## config.mk

```make
export PLATFORM = sky130hd
export DESIGN_NAME = keypad_scan_reader
export DESIGN_NICKNAME = d
export VERILOG_FILES = /design/src/rtl/keypad_pkg.sv /design/src/rtl/keypad_col_driver.sv /design/src/rtl/keypad_scan_reader.sv
export SDC_FILE = /design/constraint.sdc
export NUM_CORES = 1
export LEC_CHECK = 0
export CAP_MARGIN = 20
export CORE_UTILIZATION = 30
export DETAILED_ROUTE_END_ITERATION = 8
export GPL_TIMING_DRIVEN = 0
export PLACE_DENSITY = 0.5
export SETUP_SLACK_MARGIN = 0.05
export SLEW_MARGIN = 25
export SYNTH_ARGS = -nofsm -noshare
export SYNTH_HDL_FRONTEND = slang
export SYNTH_SLANG_ARGS = --single-unit
```

## constraint.sdc

```tcl
create_clock -name clk -period 3.2 [get_ports clk]
set_input_delay 0.64 -clock clk [delete_from_list [all_inputs] [get_ports clk]]
set_output_delay 0.64 -clock clk [all_outputs]
set_load 0.02 [all_outputs]
```

## src/rtl/keypad_pkg.sv

```systemverilog
// Shared types and constants for the 4x4 keypad scanner.
package keypad_pkg;

  localparam int ROWS = 4;
  localparam int COLS = 4;

  typedef logic [3:0] key_code_t;

  typedef enum logic [1:0] {
    IDLE,
    DEBOUNCE,
    PRESSED,
    RELEASE
  } state_t;

  localparam logic [3:0] COL_RESET = 4'b1110;

endpackage

```

## src/rtl/keypad_col_driver.sv

```systemverilog
// Column scan timing: slot counter, one-hot active-low column rotation,
// and the sample / frame-end strobes consumed by the keypad reader.
module keypad_col_driver
  import keypad_pkg::*;
#(
  parameter int CLK_DIV = 50000
) (
  input  logic       clk,
  input  logic       rst_n,
  output logic [3:0] col_n,
  output logic [1:0] col_idx,
  output logic       sample,
  output logic       frame_end
);

  localparam int CW = (CLK_DIV > 1) ? $clog2(CLK_DIV) : 1;

  logic [CW-1:0] slot_cnt;

  assign sample    = (slot_cnt == CW'(CLK_DIV - 1));
  assign frame_end = sample && (col_idx == 2'd3);

  // Count through each column slot and step to the next column on its last cycle.
  always_ff @(posedge clk or negedge rst_n) begin
    if (!rst_n) begin
      slot_cnt <= '0;
      col_n    <= COL_RESET;
      col_idx  <= 2'd0;
    end else if (sample) begin
      slot_cnt <= '0;
      col_n    <= {col_n[2:0], col_n[3]};
      col_idx  <= col_idx + 2'd1;
    end else begin
      slot_cnt <= slot_cnt + CW'(1);
    end
  end

endmodule

```

## src/rtl/keypad_scan_reader.sv

```systemverilog
// 4x4 keypad scanner: synchronizes the rows, assembles a full-matrix frame,
// debounces one key and hands off one event per press with valid/ready.
// Optional macro KEYPAD_MULTI_KEY_REJECT_EN: frames with more than one key
// down are treated as empty (ghost/chord rejection); otherwise the lowest
// {row,col} code wins.
module keypad_scan_reader
  import keypad_pkg::*;
#(
  parameter int CLK_DIV         = 50000,
  parameter int DEBOUNCE_FRAMES = 5
) (
  input  logic      clk,
  input  logic      rst_n,
  input  logic [3:0] row_n,
  output logic [3:0] col_n,
  output key_code_t key_code,
  output logic      key_valid,
  input  logic      key_ready,
  output logic      key_held,
  output logic      overflow
);

  localparam int CNTW = $clog2(DEBOUNCE_FRAMES + 1);

  logic [1:0]      col_idx;
  logic            sample;
  logic            frame_end;
  logic [3:0]      row_meta;
  logic [3:0]      row_sync;
  logic [15:0]     keys;
  logic [15:0]     frame_keys;
  logic            any_key;
  logic            multi_key;
  logic            has_key;
  key_code_t       code;
  state_t          state;
  key_code_t       cand;
  logic [CNTW-1:0] cnt;
  logic [CNTW-1:0] cnt_inc;
  logic            confirm;

  keypad_col_driver #(.CLK_DIV(CLK_DIV)) u_col (
    .clk       (clk),
    .rst_n     (rst_n),
    .col_n     (col_n),
    .col_idx   (col_idx),
    .sample    (sample),
    .frame_end (frame_end)
  );

  // Two-flop synchronizer for the asynchronous, pulled-up row inputs.
  always_ff @(posedge clk or negedge rst_n) begin
    if (!rst_n) begin
      row_meta <= 4'hF;
      row_sync <= 4'hF;
    end else begin
      row_meta <= row_n;
      row_sync <= row_meta;
    end
  end

  // Current frame image: stored columns plus the column being sampled right now.
  always_comb begin
    frame_keys = keys;
    for (int r = 0; r < ROWS; r++) begin
      frame_keys[{2'(r), col_idx}] = ~row_sync[r];
    end
  end

  // Latch each column's rows into the frame image at its sample point.
  always_ff @(posedge clk or negedge rst_n) begin
    if (!rst_n) begin
      keys <= '0;
    end else if (sample) begin
      keys <= frame_keys;
    end
  end

  // Priority-encode the frame: lowest set bit is the lowest {row,col} code.
  always_comb begin
    code = '0;
    for (int i = ROWS * COLS - 1; i >= 0; i--) begin
      if (frame_keys[i]) begin
        code = 4'(i);
      end
    end
  end

  assign any_key   = |frame_keys;
  assign multi_key = |(frame_keys & (frame_keys - 16'd1));
`ifdef KEYPAD_MULTI_KEY_REJECT_EN
  assign has_key   = any_key && !multi_key;
`else
  assign has_key   = any_key;
`endif

  assign cnt_inc = cnt + CNTW'(1);

  // A press is confirmed at a frame end that completes the debounce run.
  always_comb begin
    confirm = 1'b0;
    if (frame_end && has_key) begin
      if (state == IDLE && DEBOUNCE_FRAMES == 1) begin
        confirm = 1'b1;
      end else if (state == DEBOUNCE && code == cand && cnt_inc == CNTW'(DEBOUNCE_FRAMES)) begin
        confirm = 1'b1;
      end
    end
  end

  // Debounce FSM plus the event handshake, held flag and overflow pulse.
  always_ff @(posedge clk or negedge rst_n) begin
    if (!rst_n) begin
      state     <= IDLE;
      cand      <= '0;
      cnt       <= '0;
      key_code  <= '0;
      key_valid <= 1'b0;
      key_held  <= 1'b0;
      overflow  <= 1'b0;
    end else begin
      overflow <= 1'b0;
      if (confirm) begin
        key_held <= 1'b1;
        if (key_valid && !key_ready) begin
          overflow <= 1'b1;
        end else begin
          key_code  <= code;
          key_valid <= 1'b1;
        end
      end else if (key_valid && key_ready) begin
        key_valid <= 1'b0;
      end

      if (frame_end) begin
        case (state)
          IDLE: begin
            if (has_key) begin
              cand <= code;
              if (DEBOUNCE_FRAMES == 1) begin
                state <= PRESSED;
                cnt   <= '0;
              end else begin
                state <= DEBOUNCE;
                cnt   <= CNTW'(1);
              end
            end
          end
          DEBOUNCE: begin
            if (has_key && code == cand) begin
              if (cnt_inc == CNTW'(DEBOUNCE_FRAMES)) begin
                state <= PRESSED;
                cnt   <= '0;
              end else begin
                cnt <= cnt_inc;
              end
            end else begin
              state <= IDLE;
              cnt   <= '0;
            end
          end
          PRESSED: begin
            if (!has_key) begin
              if (DEBOUNCE_FRAMES == 1) begin
                state    <= IDLE;
                cnt      <= '0;
                key_held <= 1'b0;
              end else begin
                state <= RELEASE;
                cnt   <= CNTW'(1);
              end
            end
          end
          RELEASE: begin
            if (has_key) begin
              state <= PRESSED;
              cnt   <= '0;
            end else if (cnt_inc == CNTW'(DEBOUNCE_FRAMES)) begin
              state    <= IDLE;
              cnt      <= '0;
              key_held <= 1'b0;
            end else begin
              cnt <= cnt_inc;
            end
          end
          default: begin
            state <= IDLE;
            cnt   <= '0;
          end
        endcase
      end
    end
  end

endmodule

```

# Yosys cells after proc, flatten, opt, wreduce, memory -nomap -nowiden
# Index checks and enable logic that the tools add are counted.
[op_classes] n_addsub=3 magnitude_cmp=8 eq_ne=12 muxes=54 bitwise=5 reduce_logical=20
[ops] op="bitwise mux 16 bit" count=4
[ops] op="2-to-1 mux 4 bit" count=16
[ops] op="adder 16 x 1 -> 16 bit (second input constant)" count=1
[ops] op="== test 16 bit (second input constant)" count=1
[ops] op="2-to-1 mux 1 bit" count=16
[ops] op="2-to-1 mux 16 bit" count=1
[ops] op="OR reduction 16 bit" count=1
[ops] op="2-to-1 mux 3 bit" count=5
[ops] op="2-to-1 mux 2 bit" count=6
[ops] op="one-hot mux 3 bit (4 select lines)" count=1
[ops] op="logical AND 1 bit" count=11
[ops] op="less-than comparator 4 x 5 -> 1 bit (second input constant)" count=2
[ops] op="demux 1 bit (select 2 bit)" count=4
[ops] op=">= comparator 4 x 1 -> 1 bit (second input constant)" count=2
[ops] op="one-hot mux 2 bit (4 select lines)" count=1
[ops] op="== test 2 bit (second input constant)" count=3
[ops] op="!= test 2 bit (second input constant)" count=3
[ops] op="AND reduction 3 bit" count=2
[ops] op="less-than comparator 2 x 5 -> 1 bit (second input constant)" count=1
[ops] op="less-than comparator 3 x 5 -> 1 bit (second input constant)" count=1
[ops] op="NOT 1 bit" count=5
[ops] op="AND reduction 5 bit" count=1
[ops] op="== test 4 bit" count=1
[ops] op="AND reduction 2 bit" count=2
[ops] op="other kinds (11)" count=11
[word_totals] register_bits=62 inputBits=7 out_inout_bits=11 elab_cells=115

# Longest topological paths before layout
[logic_depth] word_depth=34 ltp_mapped=12 mapped_depth_nobuf=11

# Modules after synthesis
# Synthesis repeated with hierarchy kept, for this count alone.
[unflattened] hier_cells=334 area_unflattened_um2=3310.7
[modules_own_cells] mod="keypad_scan_reader" n_inst=1 cells_each=249 area_each_um2=2307.2 seq_area_each_um2=1011.0
[modules_own_cells] mod="keypad_col_driver" n_inst=1 cells_each=85 area_each_um2=1003.5 seq_area_each_um2=554.3

# Worst setup path after synthesis
# No wires, ideal clock.
[synth_timing] kind="register -> register" start="register u_col.col_idx[0]" end="register key_code[0]" setup_time_ns=0.125 arrival_time_ns=2.863 path_slack_ns=0.212 stages_incl_launch_ff=12 path_buffers=1 synth_period_minus_slack_ns=2.988 path_cell_list="dfrtp_1 inv_1 ha_1 buf_2 nor2_4 o221ai_2 or4_4 o21a_1 nor4_2 nand4b_2 nor4b_4 mux2_2"
[synth_between] elab_chain_len=27
[synth_lines] item="start, declared" line="keypad_col_driver.sv:11" rtl="output logic [1:0] col_idx,"
[synth_lines] item="start signal, assigned" line="keypad_col_driver.sv:32" rtl="col_idx <= col_idx + 2'd1;"
[synth_lines] item="less-than comparator 4 x 5 -> 1 bit (not written as such) or >= comparator 4 x 1 -> 1 bit (tied branches)" line="keypad_scan_reader.sv:66" rtl="frame_keys[{2'(r), col_idx}] = ~row_sync[r];"
[synth_lines] item="logical AND 1 bit (not written as such)" line="keypad_scan_reader.sv:66"
[synth_lines] item="2-to-1 mux 1 bit (not written as such)" line="keypad_scan_reader.sv:66"
[synth_lines] item="demux 1 bit (select 2 bit)" line="keypad_scan_reader.sv:66"
[synth_lines] item="bitwise mux 16 bit" line="keypad_scan_reader.sv:66"
[synth_lines] item="2-to-1 mux 4 bit (16 in series)" line="keypad_scan_reader.sv:83" rtl="if (frame_keys[i]) begin"
[synth_lines] item="== test 4 bit" line="keypad_scan_reader.sv:105" rtl="end else if (state == DEBOUNCE && code == cand && cnt_inc == CNTW'(DEBOUNCE_FRAMES)) begin"
[synth_lines] item="logical AND 1 bit (2 in series)" line="keypad_scan_reader.sv:105"
[synth_lines] item="2-to-1 mux 1 bit" line="keypad_scan_reader.sv:105"
[synth_lines] item="2-to-1 mux 1 bit" line="keypad_scan_reader.sv:102" rtl="if (frame_end && has_key) begin"
[synth_lines] item="AND reduction 2 bit (no line)"
[synth_lines] item="end signal, assigned" line="keypad_scan_reader.sv:128" rtl="key_code <= code;"
[synth_lines] item="end, declared" line="keypad_scan_reader.sv:16" rtl="output key_code_t key_code,"
# Several ways; a longest one is shown, not always the timed one.
# A chain may end at the register's enable or synchronous reset.

# Worst setup path in the final report
[layout_timing] start="register u_col.col_idx[1]" end="register key_code[2]"
# Same word-level chain as after synthesis.

==> impl_metrics.csv <==
group,metric,value,unit
die,core_area,0.01023,mm2
clocking,ctsHoldBuffers,0,
global_route,grt_overflow,0,
global_route,grt_pass1_wl,11670,um
detailed_routing,drt_iter0_drc,65,
worst_setup_path,cp_max_fo,4,
timing,fin_setup_tns,0,ps
worst_setup_path,critPathLaunchType,"flop",
pwr,swShare,22.80,%
worst_setup_path,crit_type,"reg2reg",
synthesis,ys_seq_area_share,49.78,%
worst_setup_path,cpLargestDelayFamily,"simple AND/OR/NAND/NOR gates",
layout,drive_gt1_share,23.39,%
worst_setup_path,worstReg2RegStart,"u_col.col_idx[1]",
layout,final_cell_count_no_fill,508,
die,initial_core_util,30.73,%
pwr,ir_drop,0.0002305,V
worst_setup_path,reg2reg_slack,200,ps
timing,min_period_over_period,93.73,%
pwr,p_seq_share,50.3,%
worst_setup_path,max_stage_delay,550,ps
synthesis,synthTopCellsByCount,"51 x dfrtp_1, 39 x nand2_1, 30 x nor2_1",
detailed_routing,vias,2431,
clocking,worstSkewPairLatency,340,ps
synthesis,ys_warn_count,0,
die,dieHeight,104.4,um
clocking,cts_buffers,9,
worst_setup_path,cp_cell_sequence,"inv_2 > ha_4 > buf_6 > or2b_4 > o211ai_1 > or4_4 > o21a_1 > nor4_4 > nand4b_4 > nor4b_4 > buf_4 > mux2_4",
worst_setup_path,r2r_cells,12,
synthesis,synthTopCellsByArea,"dfrtp_1 41%, dfstp_2 9.2%, nand2_1 4.7%",
global_route,grt_pass1_vias,2412,
synthesis,postSynthCellCount,321,
layout,syn_to_final_growth,29.45,%
clocking,clk_pin_slew_worst_paths,70,ps
synthesis,synth-edff-count,0,
die,dieArea,0.01089,mm2
synthesis,netlist.area_leader.share,40.59,%
timing,fmax,0.3334,GHz
timing,rsz0062_at_grt,"true",
layout,regArea,0.001565,mm2
worst_setup_path,path_buf_inv,3,
timing,report.final.slew_viol_count,0,
synthesis,yosys.area.top_type,"dfrtp_1",
detailed_routing,drc,0,
layout,final_area,0.004070,mm2
layout,final_util,39.78,%
worst_setup_path,critPathSlowestCell,"or4_4",
pwr,p_per_area,389.2,mW/mm2
clocking,h-tree-depth,3,
global_route,antenna_found_initial,0,
timing,worst-slew-pin-transition,778.6,ps
detailed_routing,first_pass_iters,5,
layout,diodes,0,
clocking,cts_sinks,62,
global_route,grt_usage,13.45,%
worst_setup_path,cp.required,3430,ps
global_route,grt_max_degree,45,
clocking,tritoncts,"done",
pwr,internal_power,1.223,mW
hold_path,hold_class,"in2async",
layout,nNetsFinal,381,
synthesis,ys_ff_latch,62,
timing,hold_viol,0,
worst_setup_path,crit_path_end_kind,"flop",
pwr,pwr-share-comb,4.0,%
placement,place_congestion,0.7871,
detailed_routing,wl,6706,um
die,io-pin-count,18,
timing,fin_skew,10.61,ps
die,rows,37,
clocking,clockRootBuffer,"clkbuf_8",
pwr,power_leakage,1.714,nW
synthesis,synth_nets,335,
detailed_routing,via_per_inst,4.785,
synthesis,synthMostInstantiatedCell,"dfrtp_1",
detailed_routing,ant_nets,0,
clocking,clock_path_buffers,2,
detailed_routing,wl_per_cell,13.20,um
synthesis,synth_area,0.003144,mm2
die,die_w,104.4,um
status,status,"finished, final reports clean",
synthesis,async_reset_ff_share,100.0,%
timing,layout_min_cycle_time,2999,ps
placement,placed_area,0.003510,mm2
worst_setup_path,arrival,3230,ps
layout,fillers,1013,
worst_setup_path,regToRegEndpoint,"key_code[2]",
synthesis,synth_cell_types,46,
timing,timing.slew.headroom,47.61,%
pwr,p_clk_share,45.8,%
placement,dp.cells,475,
synthesis,synth-main-ff-cell,"dfrtp_1",
timing,setup_violations,0,
placement,port_buffers,17,
placement,dp_hpwl,4527,um
synthesis,avgSynthCellArea,9.795,um2
layout,multi_input_area,0.001654,mm2
job,max_cap_viol_count,0,
pwr,p_switching,0.3613,mW
==> sequential cells by signal (all words and copies together) (netlist names) <==
| name | cells |
|---|---|
| cand | 4 |
| cnt | 3 |
| key_code | 4 |
| key_held | 1 |
| key_valid | 1 |
| keys | 16 |
| overflow | 1 |
| row_meta | 4 |
| row_sync | 4 |
| state | 2 |
| u_col.col_idx | 2 |
| u_col.col_n | 4 |
| u_col.slot_cnt | 16 |
==> power groups by stage <==
stage               Sequential [mW]  Combinational [mW]  Clock [mW]
floorplan                     0.808              0.0223           0
global placement              0.808              0.0534           0
detailed placement            0.808              0.0584           0
CTS                           0.796              0.0590       0.757
global route                  0.796              0.0712       0.786
finish                        0.796              0.0632       0.725
==> area by class of cell <==
type | count | share of cell area (%)
timing repair buffer | 36 | 8.423
clock inverter | 4 | 1.353
multi-input combinational | 229 | 40.64
tap | 136 | 4.181
inverter | 16 | 1.476
buffer | 13 | 1.660
sequential | 62 | 38.46
clock buffer | 12 | 3.812
==> metrics by stage <==
stage          setup WS [ps]  hold WS [ps]  power, mW
2_1_floorplan          212.0         344.4     0.8305
3_3_place_gp          -608.4         345.7     0.8617
3_5_place_dp          -233.8         347.6     0.8668
4_1_cts                10.10         168.8      1.612
5_1_grt                13.55         170.3      1.654
6_report               200.8         174.2      1.584
==> cells in the final DEF (no fill, tap or decap), types with 3 or more instances in the layout <==
master,Yosys,layout
o221ai_4,0,3
clkbuf_1,9,8
ha_1,7,4
dfrtp_1,51,51
mux2_4,0,4
ha_4,0,3
nand2_1,39,39
o21a_1,3,3
a21oi_1,6,6
nand3_1,12,12
clkbuf_8,0,11
nor4_1,5,4
o211ai_1,6,6
mux2_2,10,6
nor2_1,30,29
a31oi_1,5,5
nor2b_1,5,4
nand2b_4,0,3
buf_4,1,18
xnor2_1,8,8
clkdlybuf4s50_1,0,16
nand2b_1,14,11
dfstp_2,11,11
inv_1,16,14
xor2_1,8,8
o21ai_0,27,27
and3_1,8,8
==> repair_timing <==
item,in CTS,in global routing
cloned,0,0
setup buffers,12,6
pin swaps,11,6
endpoints found under the hold margin,0,0
resized for setup,24,14
setup endpoints to repair,8,12
==> routing by layer <==
layer  routed length [um]  GRT usage (%)  share of wire [%]  vias to the layer above
met4                   74          4.286                1.1                        0
met3                  234          3.822                3.5                        6
met1                 3109          17.36                 46                     1173
li1                     -              -                  -                     1201
met5                    0              0                  0                        -
met2                 3286          21.67                 49                       51
==> cell families after synthesis <==
| group | after synthesis | share of synthesized area (%) |
|---|---|---|
| multiplexers | 14 | 4.855 |
| AO/OA/AOI/OAI | 64 | 13.33 |
| adder cells (fa/ha/maj) | 7 | 2.785 |
| AND/OR/NAND/NOR | 128 | 20.97 |
| buffers and inverters | 30 | 3.820 |
| flip-flops | 62 | 49.78 |
| XOR/XNOR | 16 | 4.457 |
==> worst max-delay path by stage <==
stage / to / slack, ps / cells past startpoint / startpoint
after floorplan: key_code[0] / 210 / 11 / u_col.col_idx[0]
after global placement: overflow / -610 / 1 / rst_n
after detailed placement: cnt[2] / -230 / 11 / u_col.col_idx[0]
after CTS: key_code[2] / 10 / 12 / u_col.col_idx[1]
after global routing: key_code[2] / 10 / 9 / row_sync[3]
final: key_code[2] / 200 / 12 / u_col.col_idx[1]
==> worst reg2reg max path, cell delays in order, from the launching register on <==
cell	delay (ps)
dfrtp_1	410
inv_2	120
ha_4	170
buf_6	120
or2b_4	110
o211ai_1	130
or4_4	550
o21a_1	210
nor4_4	190
nand4b_4	170
nor4b_4	240
buf_4	190
mux2_4	300
Note: power is estimated with default switching activity, not from simulation.
